[src/rtl/mmio_game_regs.sv]
// Memory-mapped game register block: key-event FIFO, status/commit control and
// double-buffered object coordinates/score that only change on a vertical-sync frame tick.
module mmio_game_regs #(
  parameter logic [11:0] BASE_ADDR  = 12'd2000,
  parameter int          NUM_OBJ    = 4,
  parameter int          COORD_W    = 10,
  parameter int          X_INIT     = 315,
  parameter int          Y_INIT     = 235,
  parameter int          FIFO_DEPTH = 8
) (
  input  logic                         clock,
  input  logic                         reset,
  input  logic [11:0]                  addr,
  input  logic [31:0]                  wdata,
  input  logic                         wren,
  output logic [31:0]                  rdata,
  output logic                         hit,
  input  logic                         key_valid,
  input  logic [7:0]                   key_data,
  input  logic                         vsync_n,
  output logic [NUM_OBJ*COORD_W-1:0]   obj_x,
  output logic [NUM_OBJ*COORD_W-1:0]   obj_y,
  output logic [7:0]                   score
);

  localparam int NREG  = 3 + 2 * NUM_OBJ;
  localparam int PTR_W = $clog2(FIFO_DEPTH);
  localparam int CNT_W = PTR_W + 1;

  logic [12:0] addr_ext;
  logic [11:0] off;
  logic        wr_key, wr_status;

  logic [7:0]         mem_q [FIFO_DEPTH];
  logic [PTR_W-1:0]   wr_ptr_q, wr_ptr_d, rd_ptr_q, rd_ptr_d;
  logic [CNT_W-1:0]   count_q, count_d;
  logic               not_empty, full, pop, push, ovf_event;
  logic [7:0]         head;

  logic               sync1_q, sync2_q, sync3_q, frame_tick, commit;
  logic [7:0]         frame_cnt_q, frame_cnt_d;
  logic               ovf_q, ovf_d, pend_q, pend_d;

  logic [COORD_W-1:0] shx_q [NUM_OBJ], shx_d [NUM_OBJ], shy_q [NUM_OBJ], shy_d [NUM_OBJ];
  logic [COORD_W-1:0] actx_q [NUM_OBJ], actx_d [NUM_OBJ], acty_q [NUM_OBJ], acty_d [NUM_OBJ];
  logic [7:0]         shs_q, shs_d, acts_q, acts_d;
  logic               unused_wdata;

  assign addr_ext  = {1'b0, addr};
  assign hit       = (addr_ext >= {1'b0, BASE_ADDR}) &&
                     (addr_ext < ({1'b0, BASE_ADDR} + 13'(NREG)));
  assign off       = addr - BASE_ADDR;
  assign wr_key    = wren && hit && (off == 12'd0);
  assign wr_status = wren && hit && (off == 12'd1);
  assign unused_wdata = ^wdata[31:8];

  assign not_empty = (count_q != '0);
  assign full      = (count_q == CNT_W'(FIFO_DEPTH));
  assign pop       = wr_key && not_empty;
  // A pop in the same cycle frees a slot, so a push at full still succeeds.
  assign push      = key_valid && (!full || pop);
  assign ovf_event = key_valid && full && !pop;
  assign head      = not_empty ? mem_q[rd_ptr_q] : 8'h00;

  assign frame_tick = sync3_q && !sync2_q;
  assign commit     = frame_tick && pend_q;

  always_comb begin
    wr_ptr_d    = wr_ptr_q;
    rd_ptr_d    = rd_ptr_q;
    count_d     = count_q;
    frame_cnt_d = frame_cnt_q + {7'b0, frame_tick};
    shx_d       = shx_q;
    shy_d       = shy_q;
    shs_d       = shs_q;
    actx_d      = actx_q;
    acty_d      = acty_q;
    acts_d      = acts_q;
    if (push) wr_ptr_d = wr_ptr_q + PTR_W'(1);
    if (pop)  rd_ptr_d = rd_ptr_q + PTR_W'(1);
    if (push && !pop)      count_d = count_q + CNT_W'(1);
    else if (pop && !push) count_d = count_q - CNT_W'(1);
    // Set wins over clear so an overflow in the clearing cycle is not lost.
    ovf_d  = (ovf_q && !(wr_status && wdata[1])) || ovf_event;
    pend_d = commit ? 1'b0 : pend_q;
    if (wr_status && wdata[0]) pend_d = 1'b1;
    // Copy sources are the pre-write shadows of this cycle.
    if (commit) begin
      actx_d = shx_q;
      acty_d = shy_q;
      acts_d = shs_q;
    end
    for (int i = 0; i < NUM_OBJ; i++) begin
      if (wren && hit && off == 12'(2 + i))           shx_d[i] = wdata[COORD_W-1:0];
      if (wren && hit && off == 12'(2 + NUM_OBJ + i)) shy_d[i] = wdata[COORD_W-1:0];
    end
    if (wren && hit && off == 12'(2 + 2 * NUM_OBJ)) shs_d = wdata[7:0];
  end

  always_comb begin
    rdata = '0;
    if (hit) begin
      if (off == 12'd0)      rdata = {23'b0, not_empty, head};
      else if (off == 12'd1) rdata = {8'b0, 8'(count_q), ovf_q, pend_q, 6'b0, frame_cnt_q};
      else if (off == 12'(2 + 2 * NUM_OBJ)) rdata = {24'b0, shs_q};
      for (int i = 0; i < NUM_OBJ; i++) begin
        if (off == 12'(2 + i))           rdata = 32'(shx_q[i]);
        if (off == 12'(2 + NUM_OBJ + i)) rdata = 32'(shy_q[i]);
      end
    end
  end

  always_ff @(posedge clock or posedge reset) begin
    if (reset) begin
      wr_ptr_q    <= '0;
      rd_ptr_q    <= '0;
      count_q     <= '0;
      sync1_q     <= 1'b0;
      sync2_q     <= 1'b0;
      sync3_q     <= 1'b0;
      frame_cnt_q <= '0;
      ovf_q       <= 1'b0;
      pend_q      <= 1'b0;
      shs_q       <= '0;
      acts_q      <= '0;
      for (int i = 0; i < NUM_OBJ; i++) begin
        shx_q[i]  <= COORD_W'(X_INIT);
        shy_q[i]  <= COORD_W'(Y_INIT);
        actx_q[i] <= COORD_W'(X_INIT);
        acty_q[i] <= COORD_W'(Y_INIT);
      end
    end else begin
      wr_ptr_q    <= wr_ptr_d;
      rd_ptr_q    <= rd_ptr_d;
      count_q     <= count_d;
      sync1_q     <= vsync_n;
      sync2_q     <= sync1_q;
      sync3_q     <= sync2_q;
      frame_cnt_q <= frame_cnt_d;
      ovf_q       <= ovf_d;
      pend_q      <= pend_d;
      shx_q       <= shx_d;
      shy_q       <= shy_d;
      shs_q       <= shs_d;
      actx_q      <= actx_d;
      acty_q      <= acty_d;
      acts_q      <= acts_d;
    end
  end

  always_ff @(posedge clock) begin
    if (push) mem_q[wr_ptr_q] <= key_data;
  end

  generate
    for (genvar gi = 0; gi < NUM_OBJ; gi++) begin : g_obj
      assign obj_x[gi*COORD_W +: COORD_W] = actx_q[gi];
      assign obj_y[gi*COORD_W +: COORD_W] = acty_q[gi];
    end
  endgenerate

  assign score = acts_q;

endmodule

[config.mk]
export PLATFORM = sky130hd
export DESIGN_NAME = mmio_game_regs
export DESIGN_NICKNAME = d
export VERILOG_FILES = /design/src/rtl/mmio_game_regs.sv
export SDC_FILE = /design/constraint.sdc
export NUM_CORES = 1
export LEC_CHECK = 0
export BUFFER_PORTS_ARGS = -buffer_cell sky130_fd_sc_hd__buf_4
export CAP_MARGIN = 20
export CORE_UTILIZATION = 53
export DETAILED_ROUTE_END_ITERATION = 7
export MAX_ROUTING_LAYER = met4
export PLACE_DENSITY = 0.78
export SYNTH_ARGS = -nofsm -noshare
export SYNTH_HDL_FRONTEND = slang
export SYNTH_SLANG_ARGS = --single-unit
export TNS_END_PERCENT = 10
[constraint.sdc]
create_clock -name clock -period 10.7 [get_ports clock]
set_input_delay 1.605 -clock clock [delete_from_list [all_inputs] [get_ports clock]]
set_output_delay 1.605 -clock clock [all_outputs]
set_load 0.02 [all_outputs]
# Word-level counts from Yosys, hierarchy flattened
# Memory sizes are Yosys's and may differ from the RTL's.
# Cells that the tools add are included.
# op_classes
n_addsub	6
multipliers	0
div_mod_pow	0
n_lt_le_gt_ge	2
n_eq_ne	11
n_shift	0
muxes	19
bitwise_logic	0
n_reduce_logical	35
# ops
op	n
$mux 32	9
$eq 12x3->1 const B	4
$mux 20	2
$eq 12x4->1 const B	3
$eq 12x2->1 const B	2
$logic_and 1x1->1	24
$mux 8	2
$eq 12x1->1 const B	1
$ge 12x11->1 const B	1
$logic_not 12->1	1
$lt 12x11->1 const B	1
$sub 12x11->12 const B	1
$add 8x1->8	1
$mux 4	2
$add 3x1->3 const B	2
$logic_not 1->1	5
$add 4x1->4 const B	1
$eq 4x4->1 const B	1
$mux 1	4
$reduce_bool 2->1	2
$reduce_bool 4->1	1
$sub 4x1->4 const B	1
$logic_or 1x1->1	2
# totals
regBits	199
latchBits	0
ram_bits	64
rom_bits	0
inputBits	57
output_inout_bits	121
word_cells	101
n_memories	1
# memory_table
name	words	width	read_ports	rd_ports_with_merged_regs	write_ports	line	source
mem_q	8	8	1	0	1	34	logic [7:0] mem_q [FIFO_DEPTH];

# Logic depth before layout (Yosys ltp)
# Gate-level depths: netlist of the first run.
# depth
ltp_word	14
depth_mapped	14
depth_no_buf	14

# Worst setup path before layout of the first run
# Ideal clock, no wire load.
# synth_path
path_type	input-to-output
start	input addr[5]
end	output rdata[3]
arrival_ns	3.388
t_required_ns	9.095
path_slack_ns	5.707
path_stages	7
path_buffers	2
path_cell_list	nand4b_4 > or2_1 > buf_6 > a21oi_4 > clkbuf_1 > o211ai_1 > nor3_1
# synth_rtl
element	line	source
start: declaration	13	input logic [11:0] addr,
$ge 12x11->1 / $lt 12x11->1 (equally long branches)	50, 51	
$logic_and 1x1->1 *	50	assign hit = (addr_ext >= {1'b0, BASE_ADDR}) &&
named net hit	17	output logic hit,
$mux 32 *	102	if (hit) begin
end: declaration	16	output logic [31:0] rdata,
# The timed path passes the listed nets; every way through them passes the cells marked *.

# Worst setup path in the final report of the first run
# layout_path
start	input addr[5]
end	output rdata[6]
# layout_between
elab_chain_len	14
# layout_rtl
element	line	source
$sub 12x11->12	52	assign off = addr - BASE_ADDR;
$eq 12x4->1	105	else if (off == 12'(2 + 2 * NUM_OBJ)) rdata = {24'b0, shs_q};
$mux 8	105	
$mux 20	104	else if (off == 12'd1) rdata = {8'b0, 8'(count_q), ovf_q, pend_q, 6'b0, frame_cnt_q};
$mux 20	103	if (off == 12'd0) rdata = {23'b0, not_empty, head};
$mux 32	107	if (off == 12'(2 + i)) rdata = 32'(shx_q[i]);
$mux 32	108	if (off == 12'(2 + NUM_OBJ + i)) rdata = 32'(shy_q[i]);
$mux 32	107	
$mux 32	108	
$mux 32	107	
$mux 32	108	
$mux 32	107	
$mux 32	108	
$mux 32 *	102	
# Every way passes the cells marked *; elsewhere a longest branch is shown, timed or not.

==> flow_summary.json, run 1 <==
{
  "postCtsSetupBuffers": 0,
  "gp_congestion": 0.922,
  "status": "finished clean",
  "hp-class": "flop to flop",
  "worstReg2RegStart": "count_q[0]",
  "drcViolationCount": 0,
  "clk_pin_slew_ns": 0.06,
  "start_util_pct": 54.8,
  "root_buffer": "clkbuf_16",
  "finalCritPeriodShare_pct": 53.2,
  "ys_warn_count": 0,
  "vias": 7264,
  "power.total_w": 0.00227,
  "leakagePower_nw": 6.01,
  "nets": 997,
  "portBuffers": 139,
  "cap_violations": 0,
  "synthToLayoutAreaGrowth_pct": 18.3,
  "worst-setup-path-type": "primary input to output pin",
  "grt_pass1_wl_mm": 41.8,
  "insertion_delay_ns": 0.53,
  "diodes": 0,
  "async_reset_ff_share_pct": 75.7,
  "cts.path.max_buffers": 3,
  "synthFlopType": "dfrtp_1",
  "hold_buffers": 0,
  "cts_repair_resize_count": 0,
  "drtPass1Iterations": 5,
  "rsz0062_at_grt": "no",
  "wl_per_cell_um": 22.7,
  "grt_overflow": 0,
  "wl_mm": 27.8,
  "hold_end": "sync2_q",
  "report.final.slew_viol_count": 0,
  "timing.setup.tns_ns": 0,
  "worstMarginPinSlew_ns": 1.07,
  "nFillCells": 1559,
  "numCtsBuffers": 27,
  "syn_area_mm2": 0.0117,
  "slowest_delay_ns": 0.73,
  "cts_tree": "built",
  "viasPerCell": 5.92,
  "r2r-end": "count_q[3]",
  "io_pins": 178,
  "die_y_um": 150,
  "worst_path_max_delay_cell": "or4_4",
  "dpl.hpwl_mm": 19.0,
  "ys_seq_area_share_pct": 60.2,
  "ys_top_cells_by_count": "149 x mux2_2, 103 x dfrtp_1, 96 x dfstp_2",
  "chipWidth_um": 150,
  "cp_common_cell": "buf_4",
  "whs_path_depth": 0,
  "fmax_mhz": 176,
  "yosysMostFrequentCell": "mux2_2",
  "worstPathCellList": "buf_4 -> nand4b_4 -> or2_1 -> or4_4 -> o32a_1 -> o211ai_1 -> nor3_1 -> buf_4",
  "r2r_slack_ns": 7.42,
  "ir_drop_uv": 164,
  "drive_gt1_share_pct": 50.2,
  "cp_max_fo": 26,
  "grt_pass1_vias": 7121,
  "synth_top_cell_area_share_pct": 22.1,
  "reg2reg_depth": 14,
  "numClockSinks": 263,
  "ys_types": 67,
  "antenna_found_initial": 0,
  "rows": 53,
  "synthesis.instances": 793,
  "dieArea_mm2": 0.0226,
  "cp-start-kind": "primary input",
  "cp-end-kind": "output pin",
  "grt_use_total_pct": 25.7,
  "synth.avg_cell_area_um2": 14.7,
  "drt_first_iter_violations": 481,
  "critPathRequiredTime_ns": 9.10,
  "relSlewSlack_pct": 28.3,
  "cts-htree-levels": 1,
  "setup_viol": 0,
  "core_mm2": 0.0213,
  "final_hold_viol_count": 0,
  "synth_edf_count": 64,
  "fin_crit_ns": 5.70,
  "pwr_density_cell_mw_per_mm2": 165,
  "min-delay-start": "sync1_q",
  "arrival_ns": 4.09,
  "yosysTopAreaCell": "dfrtp_1",
  "fin_worst_skew_ns": 0.00796,
  "synthTopCellsByArea": "dfrtp_1 22%, dfstp_2 22%, edfxtp_1 16%",
  "ant_nets": 0,
  "grt_max_degree": 123,
  "synth-seq-cells": 263
}
==> critical path: cells and delay by family <==
kind	cells	cell delay, ns
simple gates	4	1.76
compound gates	2	0.40
buf+inv	2	0.31
==> stage by stage <==
stage / util, % / hold WS (ns) / setup slack [ns] / area (um2) / cells
2_1_floorplan: - / 0.331 / 3.83 / 11700 / 808
3_3_place_gp: 60.3 / 0.338 / 5.03 / 12800 / 1171
3_5_place_dp: 60.4 / 0.344 / 4.99 / 12900 / 1175
4_1_cts: 64.6 / 0.356 / 4.98 / 13700 / 1224
5_1_grt: 64.8 / 0.364 / 4.93 / 13800 / 1227
6_report: 64.8 / 0.355 / 5.00 / 13800 / 1227
==> worst max-delay path by stage <==
stage                 start    endpoint  slack (ns)  cells past startpoint
finish              addr[5]    rdata[6]        5.00                      8
global route        addr[5]    rdata[6]        4.93                      8
CTS                 addr[2]    rdata[7]        4.98                      8
detailed placement  addr[2]    rdata[7]        4.99                      8
global placement    addr[2]    rdata[7]        5.03                      8
floorplan             reset  count_q[0]        3.83                      1
==> sequential cells by signal (all words and copies together) (netlist names) <==
name,flops
shy_q,40
shx_q,40
frame_cnt_q,8
pend_q,1
obj_x,40
score,8
sync1_q,1
mem_q,64
sync2_q,1
ovf_q,1
wr_ptr_q,3
rd_ptr_q,3
shs_q,8
sync3_q,1
count_q,4
obj_y,40
==> cell families (layout without fill, tap and decap cells) <==
kind of cell	after synthesis	in the layout	synth area share [%]
compound gates	94	94	5.73
xor+xnor	14	14	1.05
fa+ha+maj	8	8	0.922
buf+inv	63	207	3.04
flops	263	263	60.2
mux	203	203	21.4
other cells	1	16	0.0321
simple gates	147	147	7.66
==> routing by layer <==
layer,track usage (%),vias to the layer above,routed length [um]
met2,39.0,266,13200
met3,3.33,57,1700
met5,-,-,0
li1,-,3214,-
met4,8.08,0,806
met1,36.1,3727,12100
==> power by group <==
group / internal, W / total [W] / switching, W
logic: 0.0000711 / 0.000185 / 0.000114
registers: 0.00110 / 0.00114 / 0.0000434
clock network: 0.000574 / 0.000948 / 0.000373
total: 0.00174 / 0.00227 / 0.000531
==> cell type report <==
cell class                 count  area (um2)  area share (%)
clock buffer                  38         737            5.34
clock inverter                11         155            1.12
inverter                      10        45.0           0.326
multi-input combinational    482        4360            31.6
sequential                   263        7020            50.9
tap                          275         344            2.49
timing repair buffer         148        1140            8.25
==> placed cells by master (no fill, tap or decap), types with 5 or more instances in the layout <==
cell type    n
ha_1         7
o22ai_1      8
a31oi_1      7
inv_1        9
clkbuf_1     9
nand3b_1     6
buf_4      144
xnor2_1      9
a22oi_1      6
mux2i_1      8
nand2b_1    17
mux2_4      10
a221oi_1     7
nor3_1      12
xor2_1       5
edfxtp_1    64
o211ai_1     9
mux2_1      20
nand3_1      9
o21ai_0     11
nor2_1      31
and2_1       6
conb_1      16
mux2_2     149
clkbuf_16   27
mux4_2      16
nand2_1     30
o221ai_1     6
dfstp_2     96
dfrtp_1    103
a21oi_1     18
(Power assumes the default switching activity.)
==> run 2: changes to the inputs <==
- clock period: 10.7 -> 5.9 ns (I/O delays scaled with it)
==> run 2 against run 1 <==
  * Clock skew increased by 0.0014 ns
  * Via count is 0.11% lower
  * Global-route usage hardly changed
  * Sequential cell count stayed put
  * Power increased by 83%
  * Critical path type unchanged
  * Largest cell class unchanged
  * Highest routed layer unchanged
==> flow_summary.json, run 2 (synthesized netlist as in run 1, its figures left out) <==
{
  "status": "finished clean",
  "finalCritPeriodShare_pct": 72.4,
  "fin_crit_ns": 4.27,
  "viasPerCell": 5.90,
  "worstMarginPinSlew_ns": 1.06,
  "worstPathCellList": "buf_4 -> nand4b_4 -> or2_1 -> or4_4 -> o32a_1 -> o211ai_1 -> nor3_1 -> buf_4",
  "top_register": "mem_q",
  "cp-end-kind": "output pin",
  "numClockSinks": 263,
  "leakagePower_nw": 6.07,
  "drive_gt1_share_pct": 51.4,
  "root_buffer": "clkbuf_16",
  "grt_pass1_wl_mm": 41.7,
  "rows": 53,
  "vias": 7256,
  "fmax_mhz": 234,
  "nFillCells": 1543,
  "setup_slack_ns": 1.63,
  "final_util_pct": 65.3,
  "wl_mm": 27.8,
  "relSlewSlack_pct": 28.6,
  "die_y_um": 150,
  "wl_per_cell_um": 22.6,
  "insertion_delay_ns": 0.53,
  "gp_congestion": 0.929,
  "dpl.hpwl_mm": 19.5,
  "dp.cells": 1177,
  "cts-htree-levels": 1,
  "largest_reg_flops": 64,
  "arrival_ns": 3.39,
  "grt_use_total_pct": 25.7,
  "numCtsBuffers": 27,
  "drcViolationCount": 0,
  "pre_cts_slack_ns": 1.72,
  "diodes": 0,
  "grt_pass1_vias": 7082,
  "final_hold_viol_count": 0,
  "postCtsSetupBuffers": 0,
  "rsz0062_at_grt": "no",
  "start_util_pct": 54.8,
  "portBuffers": 139,
  "stdcell_count": 1229,
  "timing.setup.tns_ns": 0,
  "setup_viol": 0,
  "core_mm2": 0.0213,
  "clk_pin_slew_ns": 0.06,
  "ir_drop_uv": 303,
  "cts.path.max_buffers": 3,
  "cts_tree": "built",
  "cp_max_fo": 26,
  "cp-start-kind": "primary input",
  "cts_repair_resize_count": 0,
  "critPathRequiredTime_ns": 5.02,
  "layout_common_cells": "149 x mux2_2, 144 x buf_4, 103 x dfrtp_1",
  "chipWidth_um": 150,
  "nets": 999,
  "drtPass1Iterations": 5,
  "path_delay_family": "simple AND/OR/NAND/NOR gates",
  "hp-class": "primary input to asynchronous set/reset pin",
  "ant_nets": 0,
  "antenna_found_initial": 0,
  "cap_violations": 0,
  "hold_buffers": 0,
  "report.final.slew_viol_count": 0,
  "cp_num_buf_inv": 2,
  "fin_worst_skew_ns": 0.00939,
  "worst-setup-path-type": "primary input to output pin",
  "drt_first_iter_violations": 479,
  "grt_max_degree": 81,
  "grt_overflow": 0,
  "io_pins": 178,
  "worst_path_max_delay_cell": "or2_1",
  "synthToLayoutAreaGrowth_pct": 19.2,
  "final_common_cell": "mux2_2",
  "dieArea_mm2": 0.0226,
  "cp_common_cell": "buf_4",
  "pwr_density_cell_mw_per_mm2": 300,
  "slowest_delay_ns": 0.83
}
-- run 2: per-stage QoR --
stage / area [um2] / hold WS, ns / power (W)
floorplan: 11700 / 0.331 / 0.00231
global placement: 12800 / 0.336 / 0.00241
detailed placement: 12900 / 0.336 / 0.00243
CTS: 13800 / 0.350 / 0.00420
global route: 13900 / 0.342 / 0.00433
finish: 13900 / 0.348 / 0.00417
-- run 2: where the power goes --
part,internal [W],leakage (nW),switching [W]
combinational,0.000132,2.61,0.000207
sequential,0.00199,2.97,0.0000783
clock,0.00108,0.480,0.000688
-- run 2: layout make-up --
cell class                 instances  area [um2]  share of cell area (%)
tap                              275         344                    2.48
timing repair buffer             150        1180                    8.48
inverter                          10        41.3                   0.297
clock buffer                      40         883                    6.35
sequential                       263        7020                    50.5
clock inverter                     9        72.6                   0.522
multi-input combinational        482        4360                    31.4
-- run 2: metal layers --
metal | share of wire (%) | global-route usage (%)
met1 | 43 | 35.4
met2 | 48 | 39.7
met3 | 6.7 | 3.88
met4 | 2.1 | 7.73
met5 | 0 | -
-- run 2: path summary, 6_finish.rpt --
| kind | startpoint | endpoint | slack, ns | cells after the start |
|---|---|---|---|---|
| min reg2reg | sync1_q | sync2_q | 0.35 | 0 |
| max | addr[10] | rdata[3] | 1.63 | 8 |
| min | reset | obj_x[2] | 0.35 | 3 |
| max in group asynchronous | reset | obj_y[32] | 4.05 | 4 |
| min in group clock | sync1_q | sync2_q | 0.35 | 0 |
| max reg2reg | count_q[0] | count_q[3] | 2.66 | 14 |
-- run 2: worst reg2reg max path, delay by kind of cell, from the launching register on --
family	cells	cell delay, ns
AND/OR/NAND/NOR	6	1.29
flip-flops	1	0.44
XOR/XNOR	2	0.28
adder cells (fa/ha/maj)	2	0.49
buffers and inverters	2	0.25
AO/OA/AOI/OAI	2	0.35
